<file path="config.mk">
export PLATFORM = sky130hd
export DESIGN_NAME = div_seq_fl
export DESIGN_NICKNAME = d
export VERILOG_FILES = /design/src/rtl/div_seq_fl.sv
export SDC_FILE = /design/constraint.sdc
export NUM_CORES = 1
export LEC_CHECK = 0
export CORE_MARGIN = 2
export CORE_UTILIZATION = 50
export DETAILED_ROUTE_END_ITERATION = 10
export GPL_TIMING_DRIVEN = 1
export PLACE_DENSITY = 0.73
export SYNTH_ARGS = -nofsm -noshare
export SYNTH_HDL_FRONTEND = slang
export SYNTH_SLANG_ARGS = --single-unit
</file>
<file path="constraint.sdc">
create_clock -name clk_i -period 2.8 [get_ports clk_i]
set_input_delay 0.56 -clock clk_i [delete_from_list [all_inputs] [get_ports clk_i]]
set_output_delay 0.56 -clock clk_i [all_outputs]
set_load 0.02 [all_outputs]
</file>
<file path="src/rtl/div_seq_fl.sv">
// Sequential restoring floating-point divider, one quotient bit per cycle.
// Optional divide-by-zero detection is enabled with `define FL_DIV_BYZERO_EN.
//
// state  | meaning
// -------+------------------------------------------------------------
// S_IDLE | waiting for start_i; out_o holds the last result
// S_LOAD | latch mantissas, result sign and exponent difference
// S_CALC | restoring iteration, NBMANT+1 quotient bits MSB first
// S_NORM | normalize, range-check, register out_o and pulse done_o
module div_seq_fl #(
    parameter int NBMANT = 22,
    parameter int NBEXPO = 6
) (
    input  logic                   clk_i,
    input  logic                   rst_ni,
    input  logic                   start_i,
    input  logic [NBMANT+NBEXPO:0] a_i,
    input  logic [NBMANT+NBEXPO:0] b_i,
    output logic [NBMANT+NBEXPO:0] out_o,
    output logic                   busy_o,
    output logic                   done_o,
    output logic                   dz_o
);

    localparam int W  = NBMANT + NBEXPO + 1;
    localparam int EW = NBEXPO + 2;
    localparam int CW = $clog2(NBMANT + 1);

    localparam logic [W-1:0]        ZERO_W  = {1'b0, 1'b1, {(NBEXPO-1){1'b0}}, {NBMANT{1'b0}}};
    localparam logic [NBEXPO-1:0]   EXP_MAX = {1'b0, {(NBEXPO-1){1'b1}}};
    localparam logic signed [EW-1:0] E_MAX  = EW'(2**(NBEXPO-1) - 1);
    localparam logic signed [EW-1:0] E_MIN  = EW'(-(2**(NBEXPO-1)));
    localparam logic signed [EW-1:0] ADJ_HI = EW'(NBMANT - 1);
    localparam logic signed [EW-1:0] ADJ_LO = EW'(NBMANT);

    typedef enum logic [1:0] {
        S_IDLE,
        S_LOAD,
        S_CALC,
        S_NORM
    } state_t;

    state_t                 state_q, state_d;
    logic [NBMANT-1:0]      mb_q, mb_d;
    logic [NBMANT:0]        r_q, r_d;
    logic [NBMANT:0]        q_q, q_d;
    logic                   sign_q, sign_d;
    logic                   ma_zero_q, ma_zero_d;
    logic signed [EW-1:0]   ediff_q, ediff_d;
    logic [CW-1:0]          cnt_q, cnt_d;
    logic [W-1:0]           out_q, out_d;
    logic                   busy_q, busy_d;
    logic                   done_q, done_d;

    logic [NBMANT-1:0]      a_man, b_man;
    logic [NBEXPO-1:0]      a_exp, b_exp;
    logic                   qbit;
    logic [NBMANT:0]        r_sub;
    logic signed [EW-1:0]   e_norm;
    logic [NBMANT-1:0]      m_norm;
    logic [W-1:0]           result;
    logic                   byz;

    assign a_man = a_i[NBMANT-1:0];
    assign b_man = b_i[NBMANT-1:0];
    assign a_exp = a_i[W-2:NBMANT];
    assign b_exp = b_i[W-2:NBMANT];

    assign qbit  = (r_q >= {1'b0, mb_q});
    assign r_sub = qbit ? (r_q - {1'b0, mb_q}) : r_q;

    assign m_norm = q_q[NBMANT] ? q_q[NBMANT:1] : q_q[NBMANT-1:0];
    assign e_norm = q_q[NBMANT] ? (ediff_q - ADJ_HI) : (ediff_q - ADJ_LO);

`ifdef FL_DIV_BYZERO_EN
    logic byz_q;
    logic dz_q;

    // Divisor-zero flag is captured at LOAD so b_i may change afterwards.
    always_ff @(posedge clk_i or negedge rst_ni) begin
        if (!rst_ni) begin
            byz_q <= 1'b0;
            dz_q  <= 1'b0;
        end else begin
            if (state_q == S_LOAD) begin
                byz_q <= (b_man == '0);
            end
            if (state_q == S_IDLE && start_i) begin
                dz_q <= 1'b0;
            end else if (state_q == S_NORM) begin
                dz_q <= byz_q;
            end
        end
    end

    assign byz  = byz_q;
    assign dz_o = dz_q;
`else
    assign byz  = 1'b0;
    assign dz_o = 1'b0;
`endif

    always_comb begin
        result = {sign_q, e_norm[NBEXPO-1:0], m_norm};
        if (byz) begin
            result = {sign_q, EXP_MAX, {NBMANT{1'b1}}};
        end else if (ma_zero_q || m_norm == '0) begin
            result = ZERO_W;
        end else if (e_norm > E_MAX) begin
            result = {sign_q, EXP_MAX, {NBMANT{1'b1}}};
        end else if (e_norm < E_MIN) begin
            result = ZERO_W;
        end
    end

    always_comb begin
        state_d   = state_q;
        mb_d      = mb_q;
        r_d       = r_q;
        q_d       = q_q;
        sign_d    = sign_q;
        ma_zero_d = ma_zero_q;
        ediff_d   = ediff_q;
        cnt_d     = cnt_q;
        out_d     = out_q;
        busy_d    = busy_q;
        done_d    = 1'b0;
        case (state_q)
            S_IDLE: begin
                if (start_i) begin
                    state_d = S_LOAD;
                    busy_d  = 1'b1;
                end
            end
            S_LOAD: begin
                mb_d      = b_man;
                r_d       = {1'b0, a_man};
                q_d       = '0;
                sign_d    = a_i[W-1] ^ b_i[W-1];
                ma_zero_d = (a_man == '0);
                ediff_d   = $signed({{2{a_exp[NBEXPO-1]}}, a_exp})
                          - $signed({{2{b_exp[NBEXPO-1]}}, b_exp});
                cnt_d     = CW'(NBMANT);
                state_d   = S_CALC;
            end
            S_CALC: begin
                r_d = {r_sub[NBMANT-1:0], 1'b0};
                q_d = {q_q[NBMANT-1:0], qbit};
                if (cnt_q == '0) begin
                    state_d = S_NORM;
                end else begin
                    cnt_d = cnt_q - CW'(1);
                end
            end
            S_NORM: begin
                out_d   = result;
                done_d  = 1'b1;
                busy_d  = 1'b0;
                state_d = S_IDLE;
            end
            default: begin
                state_d = S_IDLE;
                busy_d  = 1'b0;
            end
        endcase
    end

    always_ff @(posedge clk_i or negedge rst_ni) begin
        if (!rst_ni) begin
            state_q   <= S_IDLE;
            mb_q      <= '0;
            r_q       <= '0;
            q_q       <= '0;
            sign_q    <= 1'b0;
            ma_zero_q <= 1'b0;
            ediff_q   <= '0;
            cnt_q     <= '0;
            out_q     <= ZERO_W;
            busy_q    <= 1'b0;
            done_q    <= 1'b0;
        end else begin
            state_q   <= state_d;
            mb_q      <= mb_d;
            r_q       <= r_d;
            q_q       <= q_d;
            sign_q    <= sign_d;
            ma_zero_q <= ma_zero_d;
            ediff_q   <= ediff_d;
            cnt_q     <= cnt_d;
            out_q     <= out_d;
            busy_q    <= busy_d;
            done_q    <= done_d;
        end
    end

    assign out_o  = out_q;
    assign busy_o = busy_q;
    assign done_o = done_q;

endmodule

</file>
After elaboration in Yosys (flattened, before gate mapping)
Index checks and enable logic that the tools add are counted. Widths: inputs -> output; s select.

Output and inout bits: 32. Register bits: 116. Input bits: 61.

Bitwise gates (word level): 1. Reductions and logical operators: 10. Muxes and demuxes: 16. Magnitude comparators: 3. $add $sub $neg: 5. Equal/unequal tests: 6.

Operators with widths (number): $pmux 23 s2 (2); $mux 29 (3); $logic_not 22->1 (2); $mux 22 (2); $ge 23x22->1 (1); $sub 22x22->22 (1); $sub 8x6->8 const B (2); $pmux 5 s2 (1); $gt 8x6->1 const B (1); $lt 8x6->1 const B (1); $mux 8 (1); $pmux 2 s4 (1); $sub 6x6->7 (1); $ne 2x2->1 const B (3); $reduce_and 2->1 (3); $logic_not 5->1 (1); $mux 5 (1); $sub 5x1->5 const B (1); $eq 2x2->1 const B (2); $mux 2 (2); $reduce_bool 2->1 (2); $eq 2x1->1 const B (1); $logic_not 2->1 (1); $mux 1 (2); 3 further kinds (3).

Logic depth before layout (Yosys ltp)
Word-level depth: 6. Mapped depth: 11. Depth with buffers taken out: 10.

Worst setup path after synthesis
OpenSTA, ideal clock, no wires.

Path kind: register to register. Start: register r_q[20]. End: register r_q[10]. Library setup time: 0.133 ns. Period minus slack after synthesis: 2.469 ns. Arrival: 2.335 ns. Buffers on the path: 1. Setup slack: 0.331 ns. Cell stages (with the launch flop): 10. Required time: 2.667 ns. Cells stage by stage: dfrtp_1 ha_1 a21o_1 a211o_1 a21oi_1 o21ai_0 nor2_4 buf_4 mux2i_1 o21ai_0.

Word-level cells in the longest chain between the ends: 3.

Ends and longest elaborated chain: start, declared (RTL line 45) `logic [NBMANT:0] r_q, r_d;`; start signal, assigned (RTL line 184) `r_q <= r_d;`; $ge 23x22->1 (RTL line 69) `assign qbit = (r_q >= {1'b0, mb_q});`; $mux 22 (RTL line 70) `assign r_sub = qbit ? (r_q - {1'b0, mb_q}) : r_q;`; $pmux 23 s2 (RTL line 128) `case (state_q)`.

Every way passes these cells. A chain may end at the register's enable or synchronous reset.

Worst setup path in the final report
Start: register r_q[12]. End: register r_q[19].

Word-level cells in the longest chain between the ends: 3.

Ends and longest elaborated chain (RTL line): $sub 22x22->22 / $ge 23x22->1 (equally long branches) (70, 69); $mux 22 (*) (70); $pmux 23 s2 (*) (128).

Every way passes the cells marked *; elsewhere a longest branch is shown, timed or not.

==> qor.txt <==
Antenna Violating Nets Remaining - 0
Fmax - 0.368 GHz
Reg2Reg Launch Point - r_q[12]
# rows - 43
Final Max Tran Viols - 0
EDFF count, synth - 0
dpl cell area - 8290 um2
Hold-fix buffers, CTS - 0
FF-to-FF path depth - 11
Most used DFF post-synth - dfrtp_1
antenna violations before repair - 0
Yosys cell types - 64
Die Y - 123 um
Core Util, Final - 64.7%
crit start category - flop
crit path capture - r_q[19]
relative slew slack - 44.4%
vias per cell - 5.74
P_leak - 3.86 nW
routed vias - 6,116
layout net count - 973
Power per Cell Area - 1310 nW/um2
final instance area - 8980 um2
Mapped Area - 7130 um2
worst hold path class - input port to async pin
Overall Global Routing Usage - 24.3%
worst-path fanout max - 7
FF-to-FF End - r_q[19]
GPL Wtd Cong - 0.918
number of detailed-route iterations in the first pass - 5
PortBufs - 91
Worst-path clk slew - 0.05 ns
core area - 13,900 um2
first-pass GRT wire length - 28,800 um
total gr overflow - 0
root buf cell - clkbuf_16
Post-synth ARST share - 100%
tightest hold margin - 0.0747 ns
Critical path origin - r_q[12]
H-Tree Depth - 4
Ports - 93
Most common cell on crit path - buf_4
clock sink count - 115
Die ar. - 15,200 um2
largest net degree at the start of global routing - 86
CP Class - flop to flop
dpl cells - 1,030
status - completed
fin worst setup slack - 0.0797 ns
DR DRC count - 0
Arr. time, crit path - 3.01 ns
Seq/Total Area, Yosys - 40.4%
worst slew pin tran - 0.823 ns
starting density of the core - 51.4%
Syn Inst Count - 773
total power - 11.8 mW
slowest stage cell, crit path - ha_1
area grow syn2layout - 25.9%
Period minus WS final - 2.72 ns
data required time of the worst path - 3.09 ns
crit path capture type - flop
final hold viol count - 0
hpwl dp - 12,600 um
WL final - 17,800 um
DRT iter0 DRCs - 343
Yosys reg bits - 115
Max Cap Viol - 0
share of cells above drive strength 1 - 12.4%
worst-path cell chain - ha_1 > nand4_1 > nor2_1 > o21ai_0 > buf_4 > a2111oi_4 > buf_4 > nor2_4 > buf_4 > a21oi_1 > o21ai_0
vias in the first global route - 5,976
Syn Nets - 873
max incr delay on CP - 0.41 ns
Worst R2R Setup Slack - 0.08 ns
period utilization - 97.2%
Clock Skew - 0.00693 ns
Max clock buf depth - 2
clock buffer count from CTS - 17
setup_tns - 0 ns
n_diodes - 0
drt wl/cell - 16.7 um
Setup WS pre-CTS - 0.0792 ns
Worst-Skew Late Latency - 0.42 ns
Syn. warnings - 0
final setup vio count - 0
Die Width - 123 um
Synth Area per Inst - 9.22 um2
post-route insts no fill - 1,066
TritonCTS clock tree - yes
worst vdd ir - 0.000674 V
-- Yosys cell counts, types with 3 or more instances --
| cell | instances | area (um2) |
|---|---|---|
| a211o_1 | 3 | 26.3 |
| a21o_1 | 8 | 60.1 |
| a21oi_1 | 31 | 155 |
| a221o_1 | 3 | 30.0 |
| a31oi_1 | 7 | 43.8 |
| buf_1 | 5 | 18.8 |
| buf_4 | 3 | 22.5 |
| buf_6 | 4 | 45.0 |
| clkbuf_1 | 27 | 101 |
| dfrtp_1 | 114 | 2850 |
| ha_1 | 37 | 463 |
| inv_1 | 112 | 420 |
| mux2_2 | 6 | 67.6 |
| mux2i_1 | 40 | 400 |
| nand2_1 | 49 | 184 |
| nand2b_1 | 9 | 56.3 |
| nand3_1 | 35 | 175 |
| nand3b_1 | 5 | 37.5 |
| nand4_1 | 7 | 43.8 |
| nor2_1 | 26 | 97.6 |
| nor2b_1 | 5 | 31.3 |
| nor3_1 | 6 | 30.0 |
| nor3b_1 | 3 | 22.5 |
| nor4_1 | 11 | 68.8 |
| o211ai_1 | 5 | 37.5 |
| o21a_1 | 4 | 30.0 |
| o21ai_0 | 101 | 505 |
| o221ai_1 | 8 | 70.1 |
| o221ai_2 | 21 | 315 |
| o22ai_1 | 3 | 18.8 |
| o31ai_1 | 5 | 37.5 |
| or4_1 | 3 | 22.5 |
| xnor2_1 | 13 | 114 |
| xor2_1 | 13 | 114 |
-- routing by layer --
metal | GRT usage, % | wire length (um) | vias to the layer above
met5 | 0 | 0 | -
met4 | 11.0 | 518 | 0
met3 | 4.94 | 896 | 37
met2 | 40.9 | 8830 | 196
met1 | 30.0 | 7550 | 2950
li1 | - | - | 2933
-- layout make-up --
cell class              instances  area, um2
repair buffers                123       1190
inverters                     113        424
well taps                     180        225
flip-flops and latches        115       2880
clock buffers                  19        443
fillers                      1109       4900
multi-input cells             503       3640
clock inverters                13        183
-- worst min-delay path by stage --
stage             from  slack, ns         end  depth (start not counted)
2_1_floorplan   rst_ni       0.26      busy_o                          0
3_5_place_dp   r_q[22]       0.51     r_q[22]                          2
4_1_cts         rst_ni       0.08  ediff_q[2]                          1
6_report        rst_ni       0.07  ediff_q[1]                          1
5_1_grt         rst_ni       0.09  ediff_q[1]                          1
3_3_place_gp    sign_q       0.51   out_o[28]                          2
-- placed cells by master (no fill, tap or decap), types with 8 or more instances in the layout --
| cell | n |
|---|---|
| nor2_1 | 26 |
| nand3_1 | 35 |
| nor4_1 | 11 |
| a21o_1 | 8 |
| dfrtp_1 | 114 |
| ha_1 | 33 |
| mux2i_1 | 40 |
| o221ai_1 | 8 |
| clkbuf_16 | 17 |
| xnor2_1 | 13 |
| o221ai_2 | 21 |
| nand2_1 | 49 |
| xor2_1 | 13 |
| inv_1 | 112 |
| buf_4 | 29 |
| a21oi_1 | 28 |
| clkdlybuf4s50_1 | 90 |
| o21ai_0 | 99 |
| nand2b_1 | 9 |
-- worst max-delay path: cells and delay by family (launching register included) --
family	cells	cell delay, ns
adder cells (fa/ha/maj)	1	0.41
AND/OR/NAND/NOR	3	0.38
buffers and inverters	3	0.56
flip-flops	1	0.39
AO/OA/AOI/OAI	4	0.86
-- kinds of logic (layout without fill, tap and decap cells) --
group	after synthesis	count (layout)	synth area share, %
and+or+nand+nor	172	173	12.2
muxes	46	46	6.56
xor gates and xnor gates	26	26	3.19
DFF	115	115	40.4
other	1	1	0.0526
buffers and inverters	156	268	9.28
AOI/OAI and AO/OA	218	218	21.2
adders and majority gates	39	39	7.05
-- registers in the layout (all words and copies together) (netlist names) --
name	count
cnt_q	5
ma_zero_q	1
sign_q	1
state_q	2
q_q	23
out_o	29
mb_q	22
r_q	23
busy_o	1
ediff_q	7
done_o	1
-- power breakdown --
| part | internal [mW] | leakage [nW] | switching (mW) | total (mW) |
|---|---|---|---|---|
| registers | 2.24 | 1.47 | 0.397 | 2.64 |
| logic | 2.86 | 2.08 | 3.98 | 6.84 |
| clock network | 1.51 | 0.307 | 0.788 | 2.30 |
-- what timing repair did --
item / in CTS / in global routing
hold endpoints to repair: 0 / 0
resized for setup: 0 / 10
setup endpoints to repair: 0 / 14
buffers inserted: 0 / 3
Power figures use the tool's default switching activity.
